## src/rtl/ltl_nfa_monitor_if.sv

```systemverilog
// Bus bundle for ltl_nfa_monitor: symbol stream, configuration write port and monitor results.
interface ltl_nfa_monitor_if #(
    parameter int unsigned NUM_STATES = 16,
    parameter int unsigned SYM_W      = 8,
    parameter int unsigned NUM_RANGES = 4,
    parameter int unsigned CNT_W      = 16
);
    localparam int unsigned ST_W  = $clog2(NUM_STATES);
    localparam int unsigned FLD_W = $clog2(2 * NUM_RANGES + 3);

    logic                  run;
    logic                  clear;
    logic                  sym_valid;
    logic [SYM_W-1:0]      symbols;
    logic                  cfg_we;
    logic [ST_W-1:0]       cfg_state;
    logic [FLD_W-1:0]      cfg_field;
    logic [31:0]           cfg_wdata;
    logic                  cfg_err;
    logic [NUM_STATES-1:0] report;
    logic                  violation;
    logic [CNT_W-1:0]      report_cnt;
    logic [CNT_W-1:0]      first_idx;
    logic                  first_vld;

    modport master (
        output run, clear, sym_valid, symbols, cfg_we, cfg_state, cfg_field, cfg_wdata,
        input  cfg_err, report, violation, report_cnt, first_idx, first_vld
    );

    modport slave (
        input  run, clear, sym_valid, symbols, cfg_we, cfg_state, cfg_field, cfg_wdata,
        output cfg_err, report, violation, report_cnt, first_idx, first_vld
    );
endinterface

```

## src/rtl/ltl_nfa_monitor.sv

```systemverilog
// Homogeneous-NFA runtime monitor: STEs with interval symbol classes, an edge matrix and
// start-of-data / all-input starts; reports, sticky violation and first-report capture.
module ltl_nfa_monitor #(
    parameter int unsigned NUM_STATES = 16,
    parameter int unsigned SYM_W      = 8,
    parameter int unsigned NUM_RANGES = 4,
    parameter int unsigned CNT_W      = 16
) (
    input  logic             clk,
    input  logic             reset_n,
    ltl_nfa_monitor_if.slave bus
);
    localparam int unsigned ST_W       = $clog2(NUM_STATES);
    localparam int unsigned FLD_W      = $clog2(2 * NUM_RANGES + 3);
    localparam int unsigned NUM_FIELDS = 2 * NUM_RANGES + 3;
    localparam int unsigned F_EN       = 2 * NUM_RANGES;
    localparam int unsigned F_PRED     = 2 * NUM_RANGES + 1;
    localparam int unsigned F_MODE     = 2 * NUM_RANGES + 2;
    localparam logic [1:0]  START_SOD  = 2'd1;
    localparam logic [1:0]  START_ALL  = 2'd2;

    // Configuration storage
    logic [NUM_STATES-1:0][NUM_RANGES-1:0][SYM_W-1:0] lo_q, lo_d;
    logic [NUM_STATES-1:0][NUM_RANGES-1:0][SYM_W-1:0] hi_q, hi_d;
    logic [NUM_STATES-1:0][NUM_RANGES-1:0]            en_q, en_d;
    logic [NUM_STATES-1:0][NUM_STATES-1:0]            pred_q, pred_d;
    logic [NUM_STATES-1:0]                            rep_q, rep_d;
    logic [NUM_STATES-1:0][1:0]                       stype_q, stype_d;
    logic                                             cfg_err_q, cfg_err_d;
    logic                                             field_ok_c;
    logic                                             cfg_wr_c;

    // Matching state
    logic [NUM_STATES-1:0] act_q, act_d;
    logic [NUM_STATES-1:0] report_q, report_d;
    logic [NUM_STATES-1:0] match_c;
    logic [NUM_STATES-1:0] act_nxt_c;
    logic [CNT_W-1:0]      sym_idx_q, sym_idx_d;
    logic [CNT_W-1:0]      report_cnt_q, report_cnt_d;
    logic [CNT_W-1:0]      first_idx_q, first_idx_d;
    logic                  first_vld_q, first_vld_d;
    logic                  violation_q, violation_d;
    logic                  sod_q, sod_d;
    logic                  accept_c;

    // Only the low bits of the write word are meaningful for any field
    wire unused_wdata = &{1'b0, bus.cfg_wdata};

    // Configuration write decode; rejected writes only raise cfg_err
    always_comb begin : cfg_next
        lo_d       = lo_q;
        hi_d       = hi_q;
        en_d       = en_q;
        pred_d     = pred_q;
        rep_d      = rep_q;
        stype_d    = stype_q;
        field_ok_c = (32'(bus.cfg_field) < NUM_FIELDS);
        cfg_err_d  = bus.cfg_we && (bus.run || !field_ok_c);
        cfg_wr_c   = bus.cfg_we && !bus.run && field_ok_c;
        for (int unsigned s = 0; s < NUM_STATES; s++) begin
            if (cfg_wr_c && (bus.cfg_state == ST_W'(s))) begin
                for (int unsigned r = 0; r < NUM_RANGES; r++) begin
                    if (bus.cfg_field == FLD_W'(2 * r))
                        lo_d[s][r] = bus.cfg_wdata[SYM_W-1:0];
                    if (bus.cfg_field == FLD_W'(2 * r + 1))
                        hi_d[s][r] = bus.cfg_wdata[SYM_W-1:0];
                end
                if (bus.cfg_field == FLD_W'(F_EN))
                    en_d[s] = bus.cfg_wdata[NUM_RANGES-1:0];
                if (bus.cfg_field == FLD_W'(F_PRED))
                    pred_d[s] = bus.cfg_wdata[NUM_STATES-1:0];
                if (bus.cfg_field == FLD_W'(F_MODE)) begin
                    rep_d[s]   = bus.cfg_wdata[2];
                    stype_d[s] = bus.cfg_wdata[1:0];
                end
            end
        end
    end

    // Symbol classification and NFA transition
    always_comb begin : match_eval
        match_c   = '0;
        act_nxt_c = '0;
        for (int unsigned s = 0; s < NUM_STATES; s++) begin
            for (int unsigned r = 0; r < NUM_RANGES; r++) begin
                if (en_q[s][r] && (bus.symbols >= lo_q[s][r]) && (bus.symbols <= hi_q[s][r]))
                    match_c[s] = 1'b1;
            end
            act_nxt_c[s] = match_c[s] &&
                           ((|(act_q & pred_q[s])) ||
                            (stype_q[s] == START_ALL) ||
                            ((stype_q[s] == START_SOD) && sod_q));
        end
    end

    // Clear has priority over an accepted symbol; otherwise everything holds
    always_comb begin : run_next
        act_d        = act_q;
        report_d     = '0;
        sym_idx_d    = sym_idx_q;
        report_cnt_d = report_cnt_q;
        first_idx_d  = first_idx_q;
        first_vld_d  = first_vld_q;
        violation_d  = violation_q;
        sod_d        = sod_q;
        accept_c     = bus.run && bus.sym_valid && !bus.clear;
        if (bus.clear) begin
            act_d        = '0;
            sym_idx_d    = '0;
            report_cnt_d = '0;
            first_idx_d  = '0;
            first_vld_d  = 1'b0;
            violation_d  = 1'b0;
            sod_d        = 1'b1;
        end else if (accept_c) begin
            act_d     = act_nxt_c;
            report_d  = act_nxt_c & rep_q;
            sym_idx_d = sym_idx_q + CNT_W'(1);
            sod_d     = 1'b0;
            if (|report_d) begin
                violation_d = 1'b1;
                if (report_cnt_q != '1)
                    report_cnt_d = report_cnt_q + CNT_W'(1);
                if (!first_vld_q) begin
                    first_idx_d = sym_idx_q;
                    first_vld_d = 1'b1;
                end
            end
        end
    end

    always_ff @(posedge clk or negedge reset_n) begin : cfg_regs
        if (!reset_n) begin
            lo_q      <= '0;
            hi_q      <= '0;
            en_q      <= '0;
            pred_q    <= '0;
            rep_q     <= '0;
            stype_q   <= '0;
            cfg_err_q <= 1'b0;
        end else begin
            lo_q      <= lo_d;
            hi_q      <= hi_d;
            en_q      <= en_d;
            pred_q    <= pred_d;
            rep_q     <= rep_d;
            stype_q   <= stype_d;
            cfg_err_q <= cfg_err_d;
        end
    end

    always_ff @(posedge clk or negedge reset_n) begin : run_regs
        if (!reset_n) begin
            act_q        <= '0;
            report_q     <= '0;
            sym_idx_q    <= '0;
            report_cnt_q <= '0;
            first_idx_q  <= '0;
            first_vld_q  <= 1'b0;
            violation_q  <= 1'b0;
            sod_q        <= 1'b1;
        end else begin
            act_q        <= act_d;
            report_q     <= report_d;
            sym_idx_q    <= sym_idx_d;
            report_cnt_q <= report_cnt_d;
            first_idx_q  <= first_idx_d;
            first_vld_q  <= first_vld_d;
            violation_q  <= violation_d;
            sod_q        <= sod_d;
        end
    end

    assign bus.cfg_err    = cfg_err_q;
    assign bus.report     = report_q;
    assign bus.violation  = violation_q;
    assign bus.report_cnt = report_cnt_q;
    assign bus.first_idx  = first_idx_q;
    assign bus.first_vld  = first_vld_q;
endmodule

```

## src/flat_wrapper.sv

```systemverilog
// flat-port wrapper written by rule: the top's interface ports become plain ports
module ltl_nfa_monitor_flat 
#(
    parameter int unsigned NUM_STATES = 16,
    parameter int unsigned SYM_W      = 8,
    parameter int unsigned NUM_RANGES = 4,
    parameter int unsigned CNT_W      = 16
)
  (clk, reset_n, bus_run, bus_clear, bus_sym_valid, bus_symbols, bus_cfg_we, bus_cfg_state, bus_cfg_field, bus_cfg_wdata, bus_cfg_err, bus_report, bus_violation, bus_report_cnt, bus_first_idx, bus_first_vld);
  ltl_nfa_monitor_if #(.NUM_STATES(NUM_STATES), .SYM_W(SYM_W), .NUM_RANGES(NUM_RANGES), .CNT_W(CNT_W)) bus_i ();
  input  logic clk;
  input  logic reset_n;
  input wire logic [$bits(bus_i.run)-1:0] bus_run;
  input wire logic [$bits(bus_i.clear)-1:0] bus_clear;
  input wire logic [$bits(bus_i.sym_valid)-1:0] bus_sym_valid;
  input wire logic [$bits(bus_i.symbols)-1:0] bus_symbols;
  input wire logic [$bits(bus_i.cfg_we)-1:0] bus_cfg_we;
  input wire logic [$bits(bus_i.cfg_state)-1:0] bus_cfg_state;
  input wire logic [$bits(bus_i.cfg_field)-1:0] bus_cfg_field;
  input wire logic [$bits(bus_i.cfg_wdata)-1:0] bus_cfg_wdata;
  output wire logic [$bits(bus_i.cfg_err)-1:0] bus_cfg_err;
  output wire logic [$bits(bus_i.report)-1:0] bus_report;
  output wire logic [$bits(bus_i.violation)-1:0] bus_violation;
  output wire logic [$bits(bus_i.report_cnt)-1:0] bus_report_cnt;
  output wire logic [$bits(bus_i.first_idx)-1:0] bus_first_idx;
  output wire logic [$bits(bus_i.first_vld)-1:0] bus_first_vld;
  assign bus_i.run = bus_run;
  assign bus_i.clear = bus_clear;
  assign bus_i.sym_valid = bus_sym_valid;
  assign bus_i.symbols = bus_symbols;
  assign bus_i.cfg_we = bus_cfg_we;
  assign bus_i.cfg_state = bus_cfg_state;
  assign bus_i.cfg_field = bus_cfg_field;
  assign bus_i.cfg_wdata = bus_cfg_wdata;
  assign bus_cfg_err = bus_i.cfg_err;
  assign bus_report = bus_i.report;
  assign bus_violation = bus_i.violation;
  assign bus_report_cnt = bus_i.report_cnt;
  assign bus_first_idx = bus_i.first_idx;
  assign bus_first_vld = bus_i.first_vld;
  ltl_nfa_monitor #(.NUM_STATES(NUM_STATES), .SYM_W(SYM_W), .NUM_RANGES(NUM_RANGES), .CNT_W(CNT_W)) u_core (.clk(clk), .reset_n(reset_n), .bus(bus_i));
endmodule
```

## config.mk

```make
export PLATFORM = sky130hd
export DESIGN_NAME = ltl_nfa_monitor_flat
export DESIGN_NICKNAME = d
export VERILOG_FILES = /design/src/rtl/ltl_nfa_monitor_if.sv /design/src/rtl/ltl_nfa_monitor.sv /design/src/flat_wrapper.sv
export SDC_FILE = /design/constraint.sdc
export NUM_CORES = 2
export LEC_CHECK = 0
export ABC_CLOCK_PERIOD_IN_PS = 3300
export BUFFER_PORTS_ARGS = -buffer_cell sky130_fd_sc_hd__buf_2
export CELL_PAD_IN_SITES_DETAIL_PLACEMENT = 0
export CELL_PAD_IN_SITES_GLOBAL_PLACEMENT = 1
export CORE_ASPECT_RATIO = 1.25
export CORE_MARGIN = 5
export CORE_UTILIZATION = 50
export CTS_BUF_LIST = sky130_fd_sc_hd__clkbuf_16
export DETAILED_ROUTE_END_ITERATION = 10
export GPL_TIMING_DRIVEN = 0
export PLACE_DENSITY = 0.78
export SLEW_MARGIN = 20
export SYNTH_ARGS = -nofsm -noshare
export SYNTH_HDL_FRONTEND = slang
export SYNTH_SLANG_ARGS = --single-unit
```

## constraint.sdc

```tcl
create_clock -name clk -period 3.3 [get_ports clk]
set_input_delay 0.99 -clock clk [delete_from_list [all_inputs] [get_ports clk]]
set_output_delay 0.99 -clock clk [all_outputs]
set_load 0.05 [all_outputs]
```

==> metrics.txt <==
# TYPE chip_impl_metric gauge
chip_impl_metric{name="placed_cells",unit=""} 10091
chip_impl_metric{name="highest_attainable_clock_frequency",unit="MHz"} 250
chip_impl_metric{name="ir_worst_vdd",unit="mV"} 0.538
chip_impl_metric{name="die-width",unit="µm"} 371
chip_impl_metric{name="tightestPinTransition",unit="ns"} 1.31
chip_impl_metric{name="max-cap-violations",unit=""} 0
chip_impl_metric{name="syn2layout_area_growth",unit="%"} 14.4
chip_impl_metric{name="dieArea",unit="µm²"} 171000
chip_impl_metric{name="synthDominantCellAreaShare",unit="%"} 45.3
chip_impl_metric{name="p_leak",unit="nW"} 45.8
chip_impl_metric{name="post-route-min-period",unit="ns"} 4.00
chip_impl_info{name="cells_taking_the_most_area_after_synthesis",value="dfrtp_1 45%, ha_1 16%, mux2_2 13%"} 1
chip_impl_info{name="crit_path_start_kind",value="input pin"} 1
chip_impl_info{name="ys_dominant_reg_cell",value="dfrtp_1"} 1
chip_impl_metric{name="setup_violations",unit=""} 37
chip_impl_metric{name="placement_rows",unit=""} 165
chip_impl_metric{name="worstPathBufferInverterCount",unit=""} 11
chip_impl_info{name="outcome",value="finished with violations"} 1
chip_impl_metric{name="synth-warning-count",unit=""} 0
chip_impl_metric{name="slew_headroom",unit="%"} 12.4
chip_impl_metric{name="final_min_period_over_clock_period",unit="%"} 121
chip_impl_info{name="violations",value="setup timing"} 1
chip_impl_metric{name="floorplan.die.height",unit="µm"} 461
chip_impl_metric{name="grt_start_max_net_pins",unit=""} 138
chip_impl_metric{name="detail_route.first_pass.iterations",unit=""} 8
chip_impl_metric{name="clk_sinks",unit=""} 1475
chip_impl_metric{name="r2r_setup_slack",unit="ns"} -0.64
chip_impl_metric{name="synth_cells",unit=""} 7794
chip_impl_metric{name="clock_skew",unit="ns"} 0.0314
chip_impl_metric{name="finalPower",unit="W"} 0.0400
chip_impl_metric{name="layout-drive-gt1-share",unit="%"} 19.9
chip_impl_info{name="worst-setup-path-type",value="input pin to register"} 1
chip_impl_info{name="clock_tree_from_tritoncts",value="done"} 1
chip_impl_info{name="crit_path_end_kind",value="register"} 1
chip_impl_metric{name="holdBufCountCts",unit=""} 0
chip_impl_metric{name="violation_count_after_the_first_detailed_routing_iteration",unit=""} 4247
chip_impl_metric{name="wire_per_inst",unit="µm"} 24.2
chip_impl_metric{name="placement.cell_area",unit="µm²"} 86000
chip_impl_metric{name="wirelength",unit="µm"} 253000
chip_impl_metric{name="dp_hpwl",unit="µm"} 159000
chip_impl_metric{name="number_of_antenna_violations_at_the_first_check_in_global_routing",unit=""} 16
chip_impl_info{name="clockRootBuffer",value="clkbuf_16"} 1
chip_impl_metric{name="postSynth.asyncResetShare",unit="%"} 100
chip_impl_metric{name="clkLatencyLatePin",unit="ns"} 0.82
chip_impl_info{name="rsz0062_at_grt",value="true"} 1
chip_impl_metric{name="io-pin-count",unit=""} 105
chip_impl_metric{name="starting_density",unit="%"} 50.3
chip_impl_metric{name="final_net_count",unit=""} 9237
chip_impl_metric{name="gp_congestion",unit=""} 0.861
chip_impl_metric{name="utilization",unit="%"} 57.6
chip_impl_metric{name="syn_area_per_cell",unit="µm²"} 10.5
chip_impl_metric{name="finalInstanceArea",unit="µm²"} 93200
chip_impl_info{name="timing.rr.start",value="u_core.act_q[9]$_DFFE_PN0P_"} 1
chip_impl_metric{name="worst_slack",unit="ns"} -0.699
chip_impl_metric{name="port_buffers",unit=""} 76
chip_impl_metric{name="syn-cell-area",unit="µm²"} 81500
chip_impl_info{name="synth.largest_area_cell",value="dfrtp_1"} 1
chip_impl_metric{name="netlist-cell-type-count",unit=""} 78
chip_impl_info{name="critical_path.slowest_cell",value="a41o_1"} 1
chip_impl_metric{name="synth_seq_cells",unit=""} 1475
chip_impl_metric{name="reg2regPathDepth",unit=""} 15
chip_impl_metric{name="post_drt_via_cell_ratio",unit=""} 5.82
chip_impl_metric{name="final-instance-count-excl-fill",unit=""} 10461
chip_impl_metric{name="synth_nets",unit=""} 8874
chip_impl_metric{name="timing_max_transition_violations_final",unit=""} 0
chip_impl_metric{name="setup_tns",unit="ns"} -20.86
chip_impl_info{name="hold_class",value="input pin to asynchronous set/reset pin"} 1
chip_impl_metric{name="worst-endpoint-required",unit="ns"} 3.96
chip_impl_metric{name="max_stage_delay",unit="ns"} 0.30
chip_impl_metric{name="timing.final.hold_violations",unit=""} 0
chip_impl_info{name="path_cells",value="buf_8 > clkinvlp_4 > clkbuf_16 > buf_4 > buf_16 > buf_6 > clkbuf_16 > ha_4 > nand2b_4 > a211oi_2 > o21ai_1 > a41o_1 > a41oi_2 > o211ai_1 > buf_4 > a32oi_2 > nand4b_1 > buf_6 > or2_1 > buf_6 > buf_8 > mux2i_1 > nand3_1"} 1
chip_impl_metric{name="htreeDepth",unit=""} 4
chip_impl_metric{name="clk_pin_slew",unit="ns"} 0.06
chip_impl_metric{name="route.vias.total",unit=""} 60929
chip_impl_metric{name="cts-buffers-inserted",unit=""} 160
chip_impl_info{name="synthMostInstantiatedCell",value="dfrtp_1"} 1
chip_impl_metric{name="first_global_vias",unit=""} 61610
chip_impl_info{name="ys_top_cells_by_count",value="1474 x dfrtp_1, 1026 x ha_1, 963 x inv_1"} 1
chip_impl_metric{name="grt_pass1_wl",unit="µm"} 379000
chip_impl_metric{name="drc",unit=""} 0
chip_impl_metric{name="grt_use_total",unit="%"} 29.4
chip_impl_info{name="timing.critical_path.max_delay_family",value="buffers and inverters"} 1
chip_impl_metric{name="count_of_flip_flops_with_a_built_in_enable_after_synthesis",unit=""} 0
chip_impl_metric{name="crit_path_max_fanout",unit=""} 12
chip_impl_info{name="most_frequent_cell_on_the_critical_path",value="buf_6"} 1
chip_impl_metric{name="postRouteAntennaNets",unit=""} 0
chip_impl_metric{name="design.core.area",unit="µm²"} 162000
chip_impl_metric{name="grt.overflow.total",unit=""} 0
chip_impl_info{name="r2r_end",value="u_core.bus.report_cnt[8]$_DFFE_PN0P_"} 1
chip_impl_metric{name="seq_area_frac_synth",unit="%"} 45.3
chip_impl_metric{name="clockBufferDepth",unit=""} 3
chip_impl_metric{name="critPathArrivalTime",unit="ns"} 4.66
chip_impl_metric{name="pwr_cell_area",unit="nW/µm²"} 429
-- state kept, by name (all words and copies together), names as in the netlist --
name	count
u_core.rep_q	16
u_core.lo_q	512
u_core.en_q	64
u_core.pred_q	256
u_core.act_q	16
u_core.hi_q	512
u_core.bus.cfg_err	1
u_core.bus.first_idx	16
u_core.bus.report_cnt	16
u_core.bus.report	16
u_core.stype_q	32
u_core.sod_q	1
u_core.bus.first_vld	1
u_core.sym_idx_q	16
-- where the power goes --
part	switching [W]	total, W	internal (W)
sequential	0.000200	0.0187	0.0185
combinational	0.00279	0.00423	0.00144
clock	0.00768	0.0170	0.00934
total	0.0107	0.0400	0.0293
-- worst max-delay path by stage --
stage	start	endpoint	slack, ns	cells past startpoint
5_1_grt	bus_symbols[0]	u_core.bus.report_cnt[6]$_DFFE_PN0P_	-0.81	21
3_3_place_gp	reset_n	u_core.lo_q[49]$_DFFE_PN0P_	-32.00	1
3_5_place_dp	bus_symbols[0]	u_core.bus.first_idx[10]$_DFFE_PN0P_	-2.93	18
4_1_cts	bus_symbols[0]	u_core.bus.report_cnt[5]$_DFFE_PN0P_	-0.65	22
2_1_floorplan	bus_symbols[0]	u_core.bus.first_idx[10]$_DFFE_PN0P_	-2.10	14
6_report	bus_symbols[0]	u_core.bus.report_cnt[8]$_DFFE_PN0P_	-0.70	23
-- cells by family after synthesis --
kind of cell,after synthesis,share of synthesized area [%]
flip-flops,1475,45.3
buffers and inverters,1259,5.84
adder cells (fa/ha/maj),1026,15.8
multiplexers,943,13.0
AO/OA/AOI/OAI,1467,10.8
AND/OR/NAND/NOR,1609,9.15
XOR/XNOR,15,0.161
-- worst register-to-register path, stage by stage (launching register included) --
cell and delay [ns]:
dfrtp_1 0.36, clkbuf_1 0.37, clkbuf_2 0.45, a221oi_1 0.43
nand3_1 0.18, nor2_4 0.34, a31oi_4 0.07, buf_12 0.16
a32oi_2 0.33, nand4b_1 0.17, buf_6 0.16, or2_1 0.24
buf_6 0.16, buf_8 0.15, mux2i_1 0.14, nand3_1 0.09
-- per-layer routing --
metal  part of all wire, %  global-route usage [%]
met4                   5.3                    13.2
met5                0.0051                       0
met1                    41                    36.7
met3                   5.5                    4.24
met2                    49                    50.6
-- metrics by stage --
step                      hold WS (ns)  worst slack [ns]
after floorplan                  0.454             -2.10
after global placement           0.481            -32.00
after detailed placement         0.484             -2.93
after CTS                       0.0198            -0.649
after global routing            0.0643            -0.811
final                           0.0671            -0.699
-- cells in the final DEF, fill, tap and decap left out, types with 41 or more instances in the layout --
master	count
nand3_1	108
a21o_1	49
mux2_2	937
ha_1	1018
o211ai_1	51
clkbuf_2	85
nand2_1	749
a22oi_1	76
clkbuf_16	169
a21oi_1	328
nor2_1	179
nor3_1	52
buf_16	41
inv_1	1002
nand4_1	149
nor2b_1	93
a211oi_1	46
dfrtp_1	1474
nor2_2	73
clkbuf_1	193
o21ai_0	628
buf_2	77
-- what timing repair did --
item | 4_1_cts | 5_1_grt
gates resized for setup | 130 | 251
buffers inserted | 33 | 19
hold endpoints to repair | 0 | 0
cloned | 20 | 5
endpoints found under the setup margin | 1299 | 707
pin swaps | 41 | 50
-- layout make-up --
type / instances / area [µm²]
antenna: 6 / 15.0
buffer: 294 / 1270
clock buffer: 163 / 4080
clock inverter: 126 / 764
fill: 13949 / 68600
inverter: 963 / 3620
multi-input combinational: 5060 / 40900
sequential: 1475 / 36900
tap: 2171 / 2720
timing repair buffer: 203 / 2920
Power figures use the tool's default switching activity.
